[src/rtl/gfx_fb_write_arb_if.sv]
// -----------------------------------------------------------------------------
// gfx_fb_write_arb_if
// Bundles every non-clock/reset signal of the framebuffer write arbiter:
//   - clear control : clear_req (in), clear_busy / clear_done (out)
//   - clear source  : clr_x/clr_y/clr_color/clr_valid/clr_last (in),
//                     clr_reset / clr_inc (out)
//   - draw source   : draw_x/draw_y/draw_color/draw_valid (in), draw_ready (out)
//   - fb write port : fb_x/fb_y/fb_color/fb_valid (out), fb_ready (in)
// Modports:
//   slave  - the arbiter's view (directions as listed above)
//   master - the surrounding environment's view (directions reversed)
// -----------------------------------------------------------------------------
interface gfx_fb_write_arb_if #(
    parameter int FB_WIDTH   = 640,
    parameter int FB_HEIGHT  = 480,
    parameter int PIXEL_BITS = 12
);
    localparam int FB_X_BITS = $clog2(FB_WIDTH);
    localparam int FB_Y_BITS = $clog2(FB_HEIGHT);

    logic                  clear_req;
    logic                  clear_busy;
    logic                  clear_done;
    logic                  clr_reset;
    logic                  clr_inc;
    logic [FB_X_BITS-1:0]  clr_x;
    logic [FB_Y_BITS-1:0]  clr_y;
    logic [PIXEL_BITS-1:0] clr_color;
    logic                  clr_valid;
    logic                  clr_last;
    logic                  draw_valid;
    logic                  draw_ready;
    logic [FB_X_BITS-1:0]  draw_x;
    logic [FB_Y_BITS-1:0]  draw_y;
    logic [PIXEL_BITS-1:0] draw_color;
    logic                  fb_valid;
    logic                  fb_ready;
    logic [FB_X_BITS-1:0]  fb_x;
    logic [FB_Y_BITS-1:0]  fb_y;
    logic [PIXEL_BITS-1:0] fb_color;

    modport slave (
        input  clear_req, clr_x, clr_y, clr_color, clr_valid, clr_last,
               draw_valid, draw_x, draw_y, draw_color, fb_ready,
        output clear_busy, clear_done, clr_reset, clr_inc, draw_ready,
               fb_valid, fb_x, fb_y, fb_color
    );

    modport master (
        output clear_req, clr_x, clr_y, clr_color, clr_valid, clr_last,
               draw_valid, draw_x, draw_y, draw_color, fb_ready,
        input  clear_busy, clear_done, clr_reset, clr_inc, draw_ready,
               fb_valid, fb_x, fb_y, fb_color
    );
endinterface

[src/rtl/gfx_fb_write_arb.sv]
// -----------------------------------------------------------------------------
// gfx_fb_write_arb
// Shares the single framebuffer pixel-write port between the draw pipeline and
// the framebuffer clear generator. A clear request stalls the draw stream,
// resets and restarts the clear generator, forwards every clear pixel and then
// hands the port back to the draw stream. The output is a one-entry registered
// stage with valid/ready backpressure.
//
// Ports:
//   clk   - clock
//   reset - synchronous, active-high reset
//   bus   - gfx_fb_write_arb_if.slave (clear control, clear source, draw
//           source and framebuffer write port)
//
// Build option:
//   GFX_FB_ARB_CLEAR_ON_RESET_EN - when defined the reset state is CLR_RST, so
//   a full clear runs automatically after reset. When undefined the reset
//   state is DRAW and clears happen only on clear_req.
// -----------------------------------------------------------------------------
module gfx_fb_write_arb #(
    parameter int FB_WIDTH   = 640,
    parameter int FB_HEIGHT  = 480,
    parameter int PIXEL_BITS = 12
) (
    input  logic                   clk,
    input  logic                   reset,
    gfx_fb_write_arb_if.slave      bus
);
    localparam int FB_X_BITS = $clog2(FB_WIDTH);
    localparam int FB_Y_BITS = $clog2(FB_HEIGHT);

    localparam logic [1:0] ST_DRAW    = 2'd0;
    localparam logic [1:0] ST_CLR_RST = 2'd1;
    localparam logic [1:0] ST_CLR_RUN = 2'd2;

`ifdef GFX_FB_ARB_CLEAR_ON_RESET_EN
    localparam logic [1:0] ST_RESET = ST_CLR_RST;
`else
    localparam logic [1:0] ST_RESET = ST_DRAW;
`endif

    logic [1:0]            state_q,    state_d;
    logic                  pending_q,  pending_d;
    // Blocks the first CLR_RUN cycle: the generator output seen there may
    // still be stale from before its reset.
    logic                  skip_q,     skip_d;
    logic                  fb_valid_q, fb_valid_d;
    logic [FB_X_BITS-1:0]  fb_x_q,     fb_x_d;
    logic [FB_Y_BITS-1:0]  fb_y_q,     fb_y_d;
    logic [PIXEL_BITS-1:0] fb_color_q, fb_color_d;

    logic load_s;
    logic draw_ready_s;
    logic draw_xfer_s;
    logic clr_xfer_s;
    logic clear_done_s;

    // Handshake decode: which source (if any) moves into the output stage.
    always_comb begin
        load_s       = !fb_valid_q || bus.fb_ready;
        draw_ready_s = (state_q == ST_DRAW) && load_s && !pending_q && !bus.clear_req;
        draw_xfer_s  = draw_ready_s && bus.draw_valid;
        clr_xfer_s   = (state_q == ST_CLR_RUN) && !skip_q && bus.clr_valid && load_s;
        clear_done_s = clr_xfer_s && bus.clr_last;
    end

    // Sequencer next state: DRAW -> (pending) -> CLR_RST -> CLR_RUN -> DRAW.
    always_comb begin
        state_d   = state_q;
        pending_d = pending_q;
        skip_d    = 1'b0;
        case (state_q)
            ST_DRAW: begin
                if (pending_q) begin
                    state_d = ST_CLR_RST;
                end else if (bus.clear_req) begin
                    pending_d = 1'b1;
                end else begin
                    pending_d = pending_q;
                end
            end
            ST_CLR_RST: begin
                pending_d = 1'b0;
                skip_d    = 1'b1;
                state_d   = ST_CLR_RUN;
            end
            ST_CLR_RUN: begin
                // clear_req is ignored here; it is not queued.
                if (clear_done_s) begin
                    state_d = ST_DRAW;
                end else begin
                    state_d = ST_CLR_RUN;
                end
            end
            default: begin
                state_d   = ST_DRAW;
                pending_d = 1'b0;
            end
        endcase
    end

    // Output stage next value: load the selected source or drain to empty.
    always_comb begin
        fb_valid_d = fb_valid_q;
        fb_x_d     = fb_x_q;
        fb_y_d     = fb_y_q;
        fb_color_d = fb_color_q;
        if (load_s) begin
            if (draw_xfer_s) begin
                fb_valid_d = 1'b1;
                fb_x_d     = bus.draw_x;
                fb_y_d     = bus.draw_y;
                fb_color_d = bus.draw_color;
            end else if (clr_xfer_s) begin
                fb_valid_d = 1'b1;
                fb_x_d     = bus.clr_x;
                fb_y_d     = bus.clr_y;
                fb_color_d = bus.clr_color;
            end else begin
                fb_valid_d = 1'b0;
            end
        end else begin
            fb_valid_d = fb_valid_q;
        end
    end

    // State and output-stage registers; reset drops any buffered pixel.
    always_ff @(posedge clk) begin
        if (reset) begin
            state_q    <= ST_RESET;
            pending_q  <= 1'b0;
            skip_q     <= 1'b0;
            fb_valid_q <= 1'b0;
            fb_x_q     <= {FB_X_BITS{1'b0}};
            fb_y_q     <= {FB_Y_BITS{1'b0}};
            fb_color_q <= {PIXEL_BITS{1'b0}};
        end else begin
            state_q    <= state_d;
            pending_q  <= pending_d;
            skip_q     <= skip_d;
            fb_valid_q <= fb_valid_d;
            fb_x_q     <= fb_x_d;
            fb_y_q     <= fb_y_d;
            fb_color_q <= fb_color_d;
        end
    end

    assign bus.clear_busy = (state_q != ST_DRAW);
    assign bus.clear_done = clear_done_s;
    assign bus.clr_reset  = (state_q == ST_CLR_RST);
    assign bus.clr_inc    = clr_xfer_s;
    assign bus.draw_ready = draw_ready_s;
    assign bus.fb_valid   = fb_valid_q;
    assign bus.fb_x       = fb_x_q;
    assign bus.fb_y       = fb_y_q;
    assign bus.fb_color   = fb_color_q;

endmodule

[src/flat_wrapper.sv]
// flat-port wrapper written by rule: the top's interface ports become plain ports
module gfx_fb_write_arb_flat 
#(
    parameter int FB_WIDTH   = 640,
    parameter int FB_HEIGHT  = 480,
    parameter int PIXEL_BITS = 12
)
  (clk, reset, bus_clear_req, bus_clr_x, bus_clr_y, bus_clr_color, bus_clr_valid, bus_clr_last, bus_draw_valid, bus_draw_x, bus_draw_y, bus_draw_color, bus_fb_ready, bus_clear_busy, bus_clear_done, bus_clr_reset, bus_clr_inc, bus_draw_ready, bus_fb_valid, bus_fb_x, bus_fb_y, bus_fb_color);
  gfx_fb_write_arb_if #(.FB_WIDTH(FB_WIDTH), .FB_HEIGHT(FB_HEIGHT), .PIXEL_BITS(PIXEL_BITS)) bus_i ();
  input  logic clk;
  input  logic reset;
  input wire logic [$bits(bus_i.clear_req)-1:0] bus_clear_req;
  input wire logic [$bits(bus_i.clr_x)-1:0] bus_clr_x;
  input wire logic [$bits(bus_i.clr_y)-1:0] bus_clr_y;
  input wire logic [$bits(bus_i.clr_color)-1:0] bus_clr_color;
  input wire logic [$bits(bus_i.clr_valid)-1:0] bus_clr_valid;
  input wire logic [$bits(bus_i.clr_last)-1:0] bus_clr_last;
  input wire logic [$bits(bus_i.draw_valid)-1:0] bus_draw_valid;
  input wire logic [$bits(bus_i.draw_x)-1:0] bus_draw_x;
  input wire logic [$bits(bus_i.draw_y)-1:0] bus_draw_y;
  input wire logic [$bits(bus_i.draw_color)-1:0] bus_draw_color;
  input wire logic [$bits(bus_i.fb_ready)-1:0] bus_fb_ready;
  output wire logic [$bits(bus_i.clear_busy)-1:0] bus_clear_busy;
  output wire logic [$bits(bus_i.clear_done)-1:0] bus_clear_done;
  output wire logic [$bits(bus_i.clr_reset)-1:0] bus_clr_reset;
  output wire logic [$bits(bus_i.clr_inc)-1:0] bus_clr_inc;
  output wire logic [$bits(bus_i.draw_ready)-1:0] bus_draw_ready;
  output wire logic [$bits(bus_i.fb_valid)-1:0] bus_fb_valid;
  output wire logic [$bits(bus_i.fb_x)-1:0] bus_fb_x;
  output wire logic [$bits(bus_i.fb_y)-1:0] bus_fb_y;
  output wire logic [$bits(bus_i.fb_color)-1:0] bus_fb_color;
  assign bus_i.clear_req = bus_clear_req;
  assign bus_i.clr_x = bus_clr_x;
  assign bus_i.clr_y = bus_clr_y;
  assign bus_i.clr_color = bus_clr_color;
  assign bus_i.clr_valid = bus_clr_valid;
  assign bus_i.clr_last = bus_clr_last;
  assign bus_i.draw_valid = bus_draw_valid;
  assign bus_i.draw_x = bus_draw_x;
  assign bus_i.draw_y = bus_draw_y;
  assign bus_i.draw_color = bus_draw_color;
  assign bus_i.fb_ready = bus_fb_ready;
  assign bus_clear_busy = bus_i.clear_busy;
  assign bus_clear_done = bus_i.clear_done;
  assign bus_clr_reset = bus_i.clr_reset;
  assign bus_clr_inc = bus_i.clr_inc;
  assign bus_draw_ready = bus_i.draw_ready;
  assign bus_fb_valid = bus_i.fb_valid;
  assign bus_fb_x = bus_i.fb_x;
  assign bus_fb_y = bus_i.fb_y;
  assign bus_fb_color = bus_i.fb_color;
  gfx_fb_write_arb #(.FB_WIDTH(FB_WIDTH), .FB_HEIGHT(FB_HEIGHT), .PIXEL_BITS(PIXEL_BITS)) u_core (.clk(clk), .reset(reset), .bus(bus_i));
endmodule
[config.mk]
export PLATFORM = sky130hd
export DESIGN_NAME = gfx_fb_write_arb_flat
export DESIGN_NICKNAME = d
export VERILOG_FILES = /design/src/rtl/gfx_fb_write_arb_if.sv /design/src/rtl/gfx_fb_write_arb.sv /design/src/flat_wrapper.sv
export SDC_FILE = /design/constraint.sdc
export NUM_CORES = 1
export LEC_CHECK = 0
export CAP_MARGIN = 20
export CORE_MARGIN = 3
export CORE_UTILIZATION = 39
export DETAILED_ROUTE_END_ITERATION = 6
export PLACE_DENSITY_LB_ADDON = 0.15
export SLEW_MARGIN = 10
export SYNTH_ARGS = -nofsm -noshare
export SYNTH_HDL_FRONTEND = slang
export SYNTH_SLANG_ARGS = --single-unit
[constraint.sdc]
create_clock -name clk -period 2.5 [get_ports clk]
set_clock_uncertainty 0.15 [all_clocks]
set_input_delay 0.375 -clock clk [delete_from_list [all_inputs] [get_ports clk]]
set_output_delay 0.375 -clock clk [all_outputs]
set_load 0.01 [all_outputs]
# == After elaboration in Yosys (flattened, before gate mapping) ==
# Cells that the tools add are included.
# op_classes
mux,15
n_reduce_logical,17
eq_ne,3
# op_table
operator,n
12-bit 2-to-1 mux,2
10-bit 2-to-1 mux,2
9-bit 2-to-1 mux,2
1-bit logical AND,8
2-bit one-hot mux with 3 select lines,1
1-bit 2-to-1 mux,5
1-bit zero test,4
2-bit 2-to-1 mux,2
2-bit nonzero test,2
2-bit by 1-bit equality test with 1-bit output (second input constant),1
2-bit equality test (second input constant),1
2-bit zero test,1
2-bit by 1-bit inequality test with 1-bit output (second input constant),1
1-bit one-hot mux with 2 select lines,1
2-bit AND reduction,1
1-bit logical OR,1
# word_totals
in_bits,69
output_inout_bits,37
wordCells,42
register_bits,36

# == Longest topological paths before layout ==
# logic_depth
ltp_word,8
mapped_depth,6
ltp_nobuf,3

# == Least setup slack after synthesis ==
# Ideal clock, no wire load.
# synth_path
kind,register to register
start,reg u_core.state_q[0]
end,"reg u_core.fb_x_q[0], in the netlist u_core.bus.fb_x[0]"
arrival_time_ps,1727
period_less_slack_ps,1965
required_ps,2261
path_slack_ps,535
path_stages_with_launch,7
setup_time_ps,89
path_buffers,3
path_cell_list,dfxtp_1 > or4_1 > clkbuf_1 > or3_1 > buf_2 > buf_6 > a311oi_2
# synth_between
elab_chain_len,7
elab_cells_between_ends,12
cone_classes,1 x eq/ne; 1 x mux; 10 x reduce/logical
# synth_rtl
item,line,text
"start, declared",gfx_fb_write_arb.sv:42,"logic [1:0] state_q, state_d;"
"start signal, assigned",gfx_fb_write_arb.sv:138,state_q <= state_d;
2-bit zero test,gfx_fb_write_arb.sv:61,draw_ready_s = (state_q == ST_DRAW) && load_s && !pending_q && !bus.clear_req;
1-bit logical AND (3 in a row),gfx_fb_write_arb.sv:61,
1-bit logical AND,gfx_fb_write_arb.sv:62,draw_xfer_s = draw_ready_s && bus.draw_valid;
2-bit nonzero test (no line),n/a,
2-bit AND reduction (no line),n/a,
"end signal, assigned",gfx_fb_write_arb.sv:134,fb_x_q <= {FB_X_BITS{1'b0}};
"end, declared",gfx_fb_write_arb.sv:48,"logic [FB_X_BITS-1:0] fb_x_q, fb_x_d;"
# Several ways; a longest one is shown, not always the timed one.
# A chain may end at the register's enable or synchronous reset.

# == Worst setup path after layout ==
# layout_path
start,in bus_clear_req
end,out bus_draw_ready
# layout_between
elab_chain_len,2
# layout_rtl
item,line,text
"start, declared",flat_wrapper.sv:12,input wire logic [$bits(bus_i.clear_req)-1:0] bus_clear_req;
1-bit zero test,gfx_fb_write_arb.sv:61,
1-bit logical AND,gfx_fb_write_arb.sv:61,
"end, declared",flat_wrapper.sv:27,output wire logic [$bits(bus_i.draw_ready)-1:0] bus_draw_ready;
# No other way between the ends.

==> results.json <==
{
  "outcome": "finished, final reports clean",
  "viasPerCell": 5.73,
  "cts-root-to-sink-buffers": 2,
  "synth_area_leaders": "dfxtp_1, a311oi_2, nor4_1, nand3_1, o21ai_0",
  "cts.reportedPaths.clkPinSlew_ns": 0.07,
  "p_leak_nw": 0.967,
  "synth_top_area_cell": "dfxtp_1",
  "area_growth_pct": 60.1,
  "antenna_found_initial": 0,
  "critPathArrivalTime_ns": 1.89,
  "drive_gt1_share_pct": 16.4,
  "grt_pass1_wl_um": 10500,
  "routed_wl_um": 6410,
  "hold_start": "u_core.pending_q$_SDFFE_PP0P_",
  "relSlewSlack_pct": 49.3,
  "cts_num_sinks": 36,
  "core_sq_um": 4790,
  "crit_fanout": 4,
  "slowest_stage": "clkdlybuf4s50_1",
  "synth.avg_cell_area_sq_um": 9.20,
  "synth-seq-cells": 36,
  "synth_top_area_share_pct": 37.0,
  "crit_family": "buffers and inverters",
  "power_frac_comb_pct": 31.0,
  "layout_setup_ws_ns": 0.0843,
  "synth_most_common_cell": "dfxtp_1",
  "cap_violations": 0,
  "switchingPower_mw": 0.443,
  "crit_top_cell": "clkdlybuf4s50_1",
  "holdPathStages": 1,
  "ios": 106,
  "die_w_um": 76.7,
  "post-route-period-util_pct": 96.6,
  "finalCriticalPeriod_ns": 2.42,
  "drtIter0Drc": 161,
  "dpl.hpwl_um": 4190,
  "wire_per_inst_um": 17.3,
  "p_clk_share_pct": 27.1,
  "drtAntennaViolNets": 0,
  "rsz0062_at_grt": "false",
  "tightest_slew_ns": 0.761,
  "max_freq_mhz": 414,
  "ir_drop_v": 0.000248,
  "async_reset_ff_share_pct": 0,
  "synth_cells": 212,
  "final-max-slew-violation-count": 0,
  "antenna-diode-count": 0,
  "p_total_mw": 1.57,
  "cp.required_ns": 1.98,
  "vias": 2126,
  "syn_area_sq_um": 1950,
  "path_cells": "clkdlybuf4s50_1, or4_4, nor2_1, clkdlybuf4s50_1",
  "die_area_sq_um": 5880,
  "r2r.worst_path.cells": 4,
  "dr.pass1.iters": 4,
  "r2r-end": "u_core.bus.fb_color[10]$_SDFFE_PP0P_",
  "drcViolationCount": 0,
  "setup.worst_path.end_class": "primary output",
  "grt.total_usage_pct": 21.8,
  "critical_path.max_stage_delay_ns": 0.54,
  "post_cts_buffers": 0,
  "grt_pass1_vias": 2035,
  "ys_top_cells_by_count": "dfxtp_1, nand3_1, nor4_1, o21ai_0, a311oi_2",
  "powerDensity_nw_per_um2": 504,
  "htreeDepth": 2,
  "gr-total-overflow": 0,
  "fp-row-count": 25,
  "crit_type": "in2out",
  "reg2reg_from": "u_core.state_q[0]$_SDFFE_PP0P_",
  "min_to": "u_core.state_q[0]$_SDFFE_PP0P_",
  "nNetsFinal": 372,
  "cts_tree": "done",
  "clk_latency_ns": 0.27,
  "pre_cts_slack_ns": -0.00864,
  "finalSetupViolations": 0,
  "swShare_pct": 28.2,
  "synth_edf_count": 0,
  "cts_made_buffers": 5,
  "ys_warn_count": 0,
  "path_buf_inv": 2,
  "synthesis.nets": 281,
  "final_util_pct": 65.2,
  "worst_hold_path_type": "reg2reg",
  "p_int_mw": 1.13,
  "start_kind": "input pin",
  "fill_cells": 426,
  "place_congestion": 0.761,
  "synth_cell_types": 26,
  "port_buffers": 105,
  "ys.flop_type": "dfxtp_1",
  "grt_max_degree": 33,
  "die_y_um": 76.7,
  "cts_root_buf": "clkbuf_8",
  "p_seq_share_pct": 41.9,
  "ys_seq_area_share_pct": 37.0,
  "initial_core_util_pct": 40.7,
  "r2r_setup_slack_ns": 0.38,
  "hold_violations": 0
}
## how the worst max path moves through the flow
| stage | startpoint | to | slack [ns] | cells past startpoint |
|---|---|---|---|---|
| final | bus_clear_req | bus_draw_ready | 0.08 | 4 |
| after global routing | bus_clear_req | bus_draw_ready | 0.04 | 4 |
| after CTS | bus_clear_req | bus_draw_ready | 0.02 | 4 |
| after detailed placement | bus_clear_req | u_core.bus.fb_color[9]$_SDFFE_PP0P_ | -0.009 | 5 |
| after global placement | bus_clear_req | bus_draw_ready | 0.02 | 4 |
| after floorplan | u_core.state_q[0]$_SDFFE_PP0P_ | u_core.bus.fb_x[0]$_SDFFE_PP0P_ | 0.53 | 6 |
## layout make-up
cell class / count / area (sq um) / share of cell area (%)
Clock buffer: 8 / 90.1 / 2.89
Inverter: 2 / 7.51 / 0.241
Multi-Input combinational cell: 142 / 1090 / 34.9
Sequential cell: 36 / 721 / 23.1
Tap cell: 67 / 83.8 / 2.69
Timing Repair Buffer: 116 / 1130 / 36.2
## routing by layer
| layer | vias up | wire, um | part of all wire, % | GRT usage [%] |
|---|---|---|---|---|
| li1 | 1024 | - | - | - |
| met1 | 1013 | 2950 | 46 | 29.4 |
| met2 | 82 | 2990 | 47 | 34.4 |
| met3 | 7 | 416 | 6.5 | 5.40 |
| met4 | 0 | 55 | 0.86 | 6.16 |
| met5 | - | 0 | 0 | 0 |
## cell families (layout without fill, tap and decap cells)
family	Yosys count	count (layout)	synth area share [%]
compound gates	65	65	32.2
flops	36	36	37.0
simple gates	77	77	23.1
buf+inv	34	126	7.77
## per-stage QoR
step | instance area, sq um | cells | setup TNS, ns | hold slack (ns)
final | 3120 | 371 | 0 | 0.347
after global routing | 3120 | 371 | 0 | 0.385
after CTS | 3120 | 371 | 0 | 0.342
after detailed placement | 3030 | 363 | -0.00864 | 0.330
after global placement | 3030 | 363 | 0 | 0.331
after floorplan | 1950 | 212 | 0 | 0.316
## worst reg2reg max path: cells and delay by family (launching register included)
family | cells | cell delay (ns)
and+or+nand+nor | 2 | 1.02
DFF | 1 | 0.36
AOI/OAI and AO/OA | 1 | 0.25
buffers and inverters | 1 | 0.25
## power by group through the flow
stage / sequential, mW / combinational [mW] / clock (mW)
after floorplan: 0.690 / 0.203 / 0
after global placement: 0.670 / 0.482 / 0
after detailed placement: 0.670 / 0.487 / 0
after CTS: 0.658 / 0.488 / 0.436
after global routing: 0.666 / 0.523 / 0.464
final: 0.659 / 0.487 / 0.426
## sequential cells by signal, summed over array words and instances, names as in the netlist
signal / flops
u_core.skip_q: 1
u_core.state_q: 2
u_core.bus.fb_x: 10
u_core.pending_q: 1
u_core.bus.fb_color: 12
u_core.bus.fb_valid: 1
u_core.bus.fb_y: 9
## timing repair
item,in CTS,in global routing
hold buffers,0,0
setup endpoints to repair,0,1
resized for setup,0,1
## cells in the final DEF (no fill, tap or decap), types with 2 or more instances in the layout
| master | synthesis | layout |
|---|---|---|
| clkdlybuf4s50_1 | 0 | 104 |
| a311oi_1 | 2 | 2 |
| nor2_1 | 2 | 2 |
| buf_4 | 0 | 11 |
| nor4_1 | 31 | 31 |
| o21ai_0 | 31 | 31 |
| nand3_1 | 31 | 31 |
| nor2b_1 | 3 | 2 |
| dfxtp_1 | 36 | 36 |
| clkbuf_1 | 27 | 2 |
| a311oi_2 | 29 | 29 |
| clkbuf_8 | 0 | 6 |
No activity file was read; power rests on OpenSTA's default activity.
